[src/rtl/tx_chan_pkt_scheduler_pkg.sv]
// Shared constants for the TX channel packet scheduler: FSM encodings and channel field sizing.
package tx_chan_pkt_scheduler_pkg;

  localparam int unsigned CHAN_W        = 5;
  localparam int unsigned PKT_WORDS_DEF = 128;

  typedef logic [CHAN_W-1:0] chan_t;

  // USB channel field value that addresses the control channel
  localparam chan_t CTRL_CHAN_ID = 5'h1f;

  localparam logic [1:0] ST_IDLE = 2'd0;
  localparam logic [1:0] ST_READ = 2'd1;
  localparam logic [1:0] ST_DONE = 2'd2;

endpackage

[src/rtl/tx_chan_pkt_scheduler_rr_pick.sv]
// Rotating priority encoder: first requester strictly above last_grant, else lowest requester.
module tx_rr_pick
  import tx_chan_pkt_scheduler_pkg::*;
#(
  parameter int unsigned NUM_REQ = 3
) (
  input  logic [NUM_REQ-1:0] req,
  input  chan_t              last_grant,
  output chan_t              grant,
  output logic               any_req
);

  localparam int unsigned IDX_W = (NUM_REQ > 1) ? $clog2(NUM_REQ) : 1;

  chan_t lo_idx;
  chan_t hi_idx;
  logic  hi_hit;

  // Descending scan so the lowest qualifying index is the one left standing
  always_comb begin
    lo_idx  = '0;
    hi_idx  = '0;
    hi_hit  = 1'b0;
    any_req = 1'b0;
    for (int i = int'(NUM_REQ) - 1; i >= 0; i--) begin
      if (req[IDX_W'(i)]) begin
        lo_idx  = CHAN_W'(i);
        any_req = 1'b1;
        if (CHAN_W'(i) > last_grant) begin
          hi_idx = CHAN_W'(i);
          hi_hit = 1'b1;
        end
      end
    end
    grant = hi_hit ? hi_idx : lo_idx;
  end

endmodule

[src/rtl/tx_chan_pkt_scheduler.sv]
// Grants one channel with a complete packet, streams its words out, pulses pkt_done, rotates.
// Optional macro TX_CTRL_PRIORITY_EN: control channel (index NUM_CHAN) always wins in IDLE.
module tx_chan_pkt_scheduler
  import tx_chan_pkt_scheduler_pkg::*;
#(
  parameter int unsigned NUM_CHAN  = 2,
  parameter int unsigned PKT_WORDS = PKT_WORDS_DEF,
  parameter int unsigned CNT_W     = 7
) (
  input  logic              txclk,
  input  logic              reset,
  input  logic [NUM_CHAN:0] have_pkt,
  input  logic              rd_ready,
  output logic [NUM_CHAN:0] rd_en,
  output logic              sop,
  output logic              eop,
  output logic [NUM_CHAN:0] pkt_done,
  output logic              grant_valid,
  output logic [CHAN_W-1:0] grant_chan,
  output logic [CNT_W-1:0]  word_cnt
);

  localparam int unsigned      NUM_REQ   = NUM_CHAN + 1;
  localparam logic [CNT_W-1:0] LAST_WORD = CNT_W'(PKT_WORDS - 1);
  localparam chan_t            CTRL_IDX  = CHAN_W'(NUM_CHAN);

  logic [1:0]        state, state_nxt;
  chan_t             last_grant, last_grant_nxt;
  chan_t             grant_chan_nxt;
  logic              grant_valid_nxt;
  logic [CNT_W-1:0]  word_cnt_nxt;
  logic [NUM_CHAN:0] pkt_done_nxt;
  logic [NUM_CHAN:0] grant_mask;
  chan_t             rr_grant, pick_chan;
  logic              rr_any;

  tx_rr_pick #(.NUM_REQ(NUM_REQ)) u_rr_pick (
    .req        (have_pkt),
    .last_grant (last_grant),
    .grant      (rr_grant),
    .any_req    (rr_any)
  );

  always_comb begin
    pick_chan = rr_grant;
`ifdef TX_CTRL_PRIORITY_EN
    if (have_pkt[NUM_CHAN]) pick_chan = CTRL_IDX;
`endif
  end

  assign grant_mask = {{NUM_CHAN{1'b0}}, 1'b1} << grant_chan;

  always_comb begin
    state_nxt       = state;
    grant_valid_nxt = grant_valid;
    grant_chan_nxt  = grant_chan;
    word_cnt_nxt    = word_cnt;
    last_grant_nxt  = last_grant;
    pkt_done_nxt    = '0;
    rd_en           = '0;
    sop             = 1'b0;
    eop             = 1'b0;
    case (state)
      ST_IDLE: begin
        if (rr_any) begin
          grant_chan_nxt  = pick_chan;
          grant_valid_nxt = 1'b1;
          word_cnt_nxt    = '0;
          state_nxt       = ST_READ;
        end
      end
      ST_READ: begin
        if (rd_ready) begin
          rd_en = grant_mask;
          sop   = (word_cnt == '0);
          eop   = (word_cnt == LAST_WORD);
          // Counter holds on the last word so it never wraps
          if (eop) begin
            pkt_done_nxt = grant_mask;
            state_nxt    = ST_DONE;
          end else begin
            word_cnt_nxt = word_cnt + CNT_W'(1);
          end
        end
      end
      ST_DONE: begin
        grant_valid_nxt = 1'b0;
        state_nxt       = ST_IDLE;
`ifdef TX_CTRL_PRIORITY_EN
        if (grant_chan != CTRL_IDX) last_grant_nxt = grant_chan;
`else
        last_grant_nxt = grant_chan;
`endif
      end
      default: state_nxt = ST_IDLE;
    endcase
  end

  always_ff @(posedge txclk) begin
    if (reset) begin
      state       <= ST_IDLE;
      grant_valid <= 1'b0;
      grant_chan  <= '0;
      word_cnt    <= '0;
      pkt_done    <= '0;
      last_grant  <= CTRL_IDX;
    end else begin
      state       <= state_nxt;
      grant_valid <= grant_valid_nxt;
      grant_chan  <= grant_chan_nxt;
      word_cnt    <= word_cnt_nxt;
      pkt_done    <= pkt_done_nxt;
      last_grant  <= last_grant_nxt;
    end
  end

endmodule

[config.mk]
export PLATFORM = sky130hd
export DESIGN_NAME = tx_chan_pkt_scheduler
export DESIGN_NICKNAME = d
export VERILOG_FILES = /design/src/rtl/tx_chan_pkt_scheduler_pkg.sv /design/src/rtl/tx_chan_pkt_scheduler_rr_pick.sv /design/src/rtl/tx_chan_pkt_scheduler.sv
export SDC_FILE = /design/constraint.sdc
export NUM_CORES = 1
export LEC_CHECK = 0
export ABC_AREA = 1
export BUFFER_PORTS_ARGS = -buffer_cell sky130_fd_sc_hd__buf_2
export CAP_MARGIN = 15
export CORE_ASPECT_RATIO = 0.75
export CORE_MARGIN = 2
export CORE_UTILIZATION = 50
export DETAILED_ROUTE_END_ITERATION = 10
export PLACE_DENSITY_LB_ADDON = 0.15
export SYNTH_ARGS = -nofsm -noshare
export SYNTH_HDL_FRONTEND = slang
export SYNTH_HIERARCHICAL = 1
export SYNTH_SLANG_ARGS = --single-unit
[constraint.sdc]
create_clock -name txclk -period 3.21 [get_ports txclk]
set_clock_uncertainty 0.05 [all_clocks]
set_input_delay 0.4815 -clock txclk [delete_from_list [all_inputs] [get_ports txclk]]
set_output_delay 0.4815 -clock txclk [all_outputs]
set_load 0.01 [all_outputs]
==> results.sh, run 1 <==
export IMPL_status="completed"
export IMPL_setup_viol=0
export IMPL_slew_viol_final=0
export IMPL_ant_nets=0
export IMPL_hp_class="in -> reg"
export IMPL_drt_iter0_drc=19
export IMPL_first_pass_iters=4
export IMPL_worstPathArrival_ns=1.55
export IMPL_fin_crit_sh_pct=64.8
export IMPL_fillers=168
export IMPL_tritoncts="done"
export IMPL_final_seq_area_um2=360
export IMPL_diodes=0
export IMPL_drc=0
export IMPL_vias=883
export IMPL_required_ns=2.68
export IMPL_wl_per_cell_um=10.0
export IMPL_clk_pin_slew_ns=0.10
export IMPL_drt_met1_wl_um=907
export IMPL_vias_per_cell=4.75
export IMPL_power_density_nw_per_um2=421
export IMPL_fp_dieArea_um2=2290
export IMPL_routed_wl_mm=1.86
export IMPL_start_util_pct=54.2
export IMPL_setup_tns_ns=0
export IMPL_hold_buffers=0
export IMPL_ir_drop_v=0.000359
export IMPL_rsz0062_at_grt="no"
export IMPL_rows=13
export IMPL_antenna_found_initial=0
export IMPL_crit_end="eop"
export IMPL_max_cap_viol_count=0
export IMPL_final_layout_size_suffix_gt1_share_pct=21.3
export IMPL_core_um2=1770
export IMPL_syn_area_per_cell_um2=6.82
export IMPL_power_leakage_nw=0.543
export IMPL_cts_buffer_depth=2
export IMPL_cts_sinks=18
export IMPL_die_w_um=54.6
export IMPL_cts_root_buf="clkbuf_4"
export IMPL_r2r_start="word_cnt[0]"
export IMPL_fin_util_pct=62.0
export IMPL_io_pins=27
export IMPL_fin_area_um2=1100
export IMPL_fmax_mhz=481
export IMPL_post_route_min_period_ns=2.08
export IMPL_r2r_end="word_cnt[0]"
export IMPL_cts_resized=0
export IMPL_grt_pass1_vias=726
export IMPL_end_kind="output pin"
export IMPL_die_height_um=42.0
export IMPL_worst_path_max_fanout=6
export IMPL_hold_viol=0
export IMPL_clk_insertion_delay_late_ns=0.29
export IMPL_startpoint_type="flip-flop"
export IMPL_area_delta_synth_final_pct=14.3
export IMPL_cts_htree_levels=1
export IMPL_nNetsFinal=173
export IMPL_port_buffers=23
export IMPL_postCtsSetupBuffers=0
export IMPL_grt_pass1_wl_mm=3.05
export IMPL_dr_wl_met2_um=815
export IMPL_r2r_cells=8
export IMPL_critPathLaunch="word_cnt[0]"
export IMPL_yosys_warnings=6
export IMPL_grt_max_degree=13
export IMPL_dp_hpwl_mm=1.45
export IMPL_cts_made_buffers=3
export IMPL_syn_inst=141
export IMPL_synth_area_um2=961
export IMPL_track_usage_pct=18.1
export IMPL_worstSetupPathType="reg -> out"
export IMPL_place_congestion=0.918
export IMPL_wl_met3_um=124
export IMPL_globalRouteOverflowTotal=0
export IMPL_routed_top_layer="met4"
export IMPL_placed_cell_area_um2=1060
export IMPL_multiInputGateArea_um2=477
export IMPL_r2r_setup_slack_ns=1.72
-- flip-flops by register name (all words and copies together) (netlist names) --
name,count
grant_chan,5
grant_valid,1
pkt_done,3
state,2
word_cnt,7
-- cells in the final DEF, fill, tap and decap left out, types with 2 or more instances in the layout --
master	instances
nor3_1	2
buf_2	23
nand3_1	11
dfxtp_1	18
nand2_1	22
ha_1	2
conb_1	6
clkbuf_4	3
nand2_4	2
inv_1	22
nand4_1	3
nor2_1	28
a21oi_1	5
o21ai_0	8
-- through the flow --
| stage | worst slack, ns | std cells | hold slack, ns | total power (W) |
|---|---|---|---|---|
| detailed placement | 1.45 | 182 | 0.408 | 0.000329 |
| global placement | 1.49 | 182 | 0.405 | 0.000327 |
| floorplan | 1.59 | 145 | 0.427 | 0.000312 |
| finish | 1.13 | 186 | 0.333 | 0.000462 |
| global route | 0.978 | 186 | 0.325 | 0.000487 |
| CTS | 1.11 | 186 | 0.325 | 0.000466 |
-- layer usage --
layer  global-route usage, %  up-vias
li1                        -      472
met1                    25.8      388
met2                    25.7       21
met3                    6.47        2
met4                    4.50        0
met5                       0        -
-- worst min path at each step --
stage	end	slack, ns	cells after the start	start
after CTS	word_cnt[2]	0.32	2	reset
final	state[0]	0.33	2	reset
after floorplan	grant_valid	0.43	2	grant_valid
after global placement	grant_valid	0.40	2	grant_valid
after detailed placement	grant_valid	0.41	2	grant_valid
after global routing	word_cnt[2]	0.33	2	reset
-- critical path: stages (launching register included) --
cell,delay [ns]
dfxtp_1,0.43
ha_1,0.22
nand2_2,0.11
nor2_4,0.15
nand2_1,0.10
nor2_2,0.10
buf_2,0.14
-- layout make-up --
type	instances	area share, %
well taps	22	2.51
clock buffers	4	3.30
flip-flops and latches	18	32.8
repair buffers	23	10.5
inverters	22	7.52
multi-input cells	97	43.4
-- report_power, final --
| part | switching [W] | internal (W) |
|---|---|---|
| Clock | 0.0000701 | 0.0000691 |
| Sequential | 0.0000112 | 0.000234 |
| Combinational | 0.0000489 | 0.0000290 |
No activity file was read; power rests on OpenSTA's default activity.
==> inputs of run 2 (changes only) <==
--- a/config.mk
+++ b/config.mk
@@ -5,12 +5,12 @@
 export SDC_FILE = /design/constraint.sdc
 export NUM_CORES = 1
 export LEC_CHECK = 0
-export ABC_AREA = 1
+export ABC_AREA = 0
 export BUFFER_PORTS_ARGS = -buffer_cell sky130_fd_sc_hd__buf_2
 export CAP_MARGIN = 15
 export CORE_ASPECT_RATIO = 0.75
 export CORE_MARGIN = 2
-export CORE_UTILIZATION = 50
+export CORE_UTILIZATION = 47
 export DETAILED_ROUTE_END_ITERATION = 10
 export PLACE_DENSITY_LB_ADDON = 0.15
 export SYNTH_ARGS = -nofsm -noshare
==> constraint.sdc (replaced) <==
create_clock -name txclk -period 1.7 [get_ports txclk]
set_clock_uncertainty 0.05 [all_clocks]
set_input_delay 0.255 -clock txclk [delete_from_list [all_inputs] [get_ports txclk]]
set_output_delay 0.255 -clock txclk [all_outputs]
set_load 0.01 [all_outputs]
==> results.sh, run 2 <==
export IMPL_status="completed"
export IMPL_clk_pin_slew_ns=0.09
export IMPL_wl_per_cell_um=12.5
export IMPL_hold_buffers=0
export IMPL_hold_start="reset"
export IMPL_nNetsFinal=152
export IMPL_required_ns=1.39
export IMPL_fin_area_um2=1190
export IMPL_placed_cell_area_um2=1080
export IMPL_final_common_cell="buf_2"
export IMPL_grt_max_degree=16
export IMPL_rows=14
export IMPL_ir_drop_v=0.000484
export IMPL_area_delta_synth_final_pct=26.2
export IMPL_mostFrequentLayoutCells="buf_2, nor2_1, dfxtp_1, buf_4, a21oi_1"
export IMPL_cts_root_buf="clkbuf_4"
export IMPL_largest_reg_flops=7
export IMPL_worst_path_max_fanout=4
export IMPL_clk_insertion_delay_late_ns=0.29
export IMPL_place_congestion=0.871
export IMPL_cts_sinks=18
export IMPL_die_height_um=42.8
export IMPL_tritoncts="done"
export IMPL_fin_crit_sh_pct=96.6
export IMPL_fmax_mhz=609
export IMPL_critPathLaunch="word_cnt[0]"
export IMPL_routed_wl_mm=2.08
export IMPL_cts_buffer_depth=2
export IMPL_die_w_um=55.8
export IMPL_end_kind="output pin"
export IMPL_start_util_pct=48.6
export IMPL_yosys_warnings=6
export IMPL_seq_power_share_pct=58.6
export IMPL_slew_viol_final=0
export IMPL_power_density_nw_per_um2=652
export IMPL_fillers=186
export IMPL_pwr_share_comb_pct=15.2
export IMPL_drt_iter0_drc=19
export IMPL_whs_ns=0.268
export IMPL_p_clk_share_pct=26.2
export IMPL_max_cap_viol_count=0
export IMPL_fp_dieArea_um2=2390
export IMPL_first_pass_iters=4
export IMPL_hold_viol=0
export IMPL_ant_nets=0
export IMPL_dp_hpwl_mm=1.47
export IMPL_p_int_w=0.000573
export IMPL_p_sw_w=0.000204
export IMPL_diodes=0
export IMPL_swShare_pct=26.3
export IMPL_vias_per_cell=5.22
export IMPL_setup_viol=0
export IMPL_largestRegisters="word_cnt: 7 flops, grant_chan: 5 flops, pkt_done: 3 flops"
export IMPL_synth_area_um2=945
export IMPL_grt_pass1_wl_mm=3.17
export IMPL_syn_area_per_cell_um2=8.43
export IMPL_cts_made_buffers=3
export IMPL_drc=0
export IMPL_worstSetupPathType="reg -> out"
export IMPL_top_register="word_cnt"
export IMPL_cts_htree_levels=1
export IMPL_hp_class="in -> reg"
export IMPL_final_layout_size_suffix_gt1_share_pct=39.4
export IMPL_r2r_start="word_cnt[0]"
export IMPL_power_leakage_nw=0.550
export IMPL_post_route_min_period_ns=1.64
export IMPL_syn_inst=112
export IMPL_startpoint_type="flip-flop"
export IMPL_globalRouteOverflowTotal=0
export IMPL_antenna_found_initial=0
export IMPL_worstPathArrival_ns=1.34
export IMPL_port_buffers=23
export IMPL_core_um2=1940
export IMPL_vias=866
export IMPL_io_pins=27
export IMPL_grt_pass1_vias=768
export IMPL_track_usage_pct=17.1
==> run 2: worst paths after layout <==
check                  endpoint  slack [ns]  depth (start not counted)
setup / recovery            eop        0.06                          5
hold / removal    grant_chan[0]        0.27                          2
setup reg to reg    word_cnt[5]        0.11                          6
hold reg to reg     grant_valid        0.44                          2
==> run 2: area by class of cell <==
| type | instances | area (µm²) | share of cell area, % |
|---|---|---|---|
| Multi-Input combinational cell | 84 | 567 | 47.5 |
| Timing Repair Buffer | 33 | 190 | 15.9 |
| Sequential cell | 18 | 368 | 30.9 |
| Clock buffer | 3 | 22.5 | 1.89 |
| Inverter | 4 | 15.0 | 1.26 |
| Tap cell | 24 | 30.0 | 2.52 |
==> run 2: layer usage <==
layer,global-route usage (%),routed length [µm],share of wire [%],vias to the layer above
met3,7.62,125,6.0,4
met5,0,0,0,-
met2,25.7,944,45,22
met1,22.0,990,48,396
met4,5.37,19,0.91,0
li1,-,-,-,444
==> run 2: timing repair <==
action,CTS,global route
pin swaps,1,4
resized for setup,1,13
setup buffers,1,3
endpoints found under the setup margin,2,6
==> run 2: worst max-delay path, stage by stage, from the launching register on <==
cell and delay, ns:
dfxtp_2 0.36, ha_4 0.14, and4_4 0.24, nand2_4 0.07
nor2_2 0.11, buf_2 0.14
==> run 2: stage by stage <==
step	instances	utilization [%]	power [W]	setup WS, ns	TNS, ns
after floorplan	116	-	0.000545	0.154	0
after global placement	159	55.8	0.000565	0.215	0
after detailed placement	159	55.8	0.000567	0.206	0
after CTS	163	57.4	0.000771	0.00416	0
after global routing	166	61.3	0.000822	-0.00463	-0.00463
final	166	61.3	0.000777	0.0575	0
==> run 2: power by group through the flow <==
stage | clock network, W | registers [W] | logic [W]
after floorplan | 0 | 0.000462 | 0.0000822
after global placement | 0 | 0.000459 | 0.000106
after detailed placement | 0 | 0.000460 | 0.000107
after CTS | 0.000213 | 0.000450 | 0.000107
after global routing | 0.000233 | 0.000458 | 0.000131
final | 0.000204 | 0.000455 | 0.000118
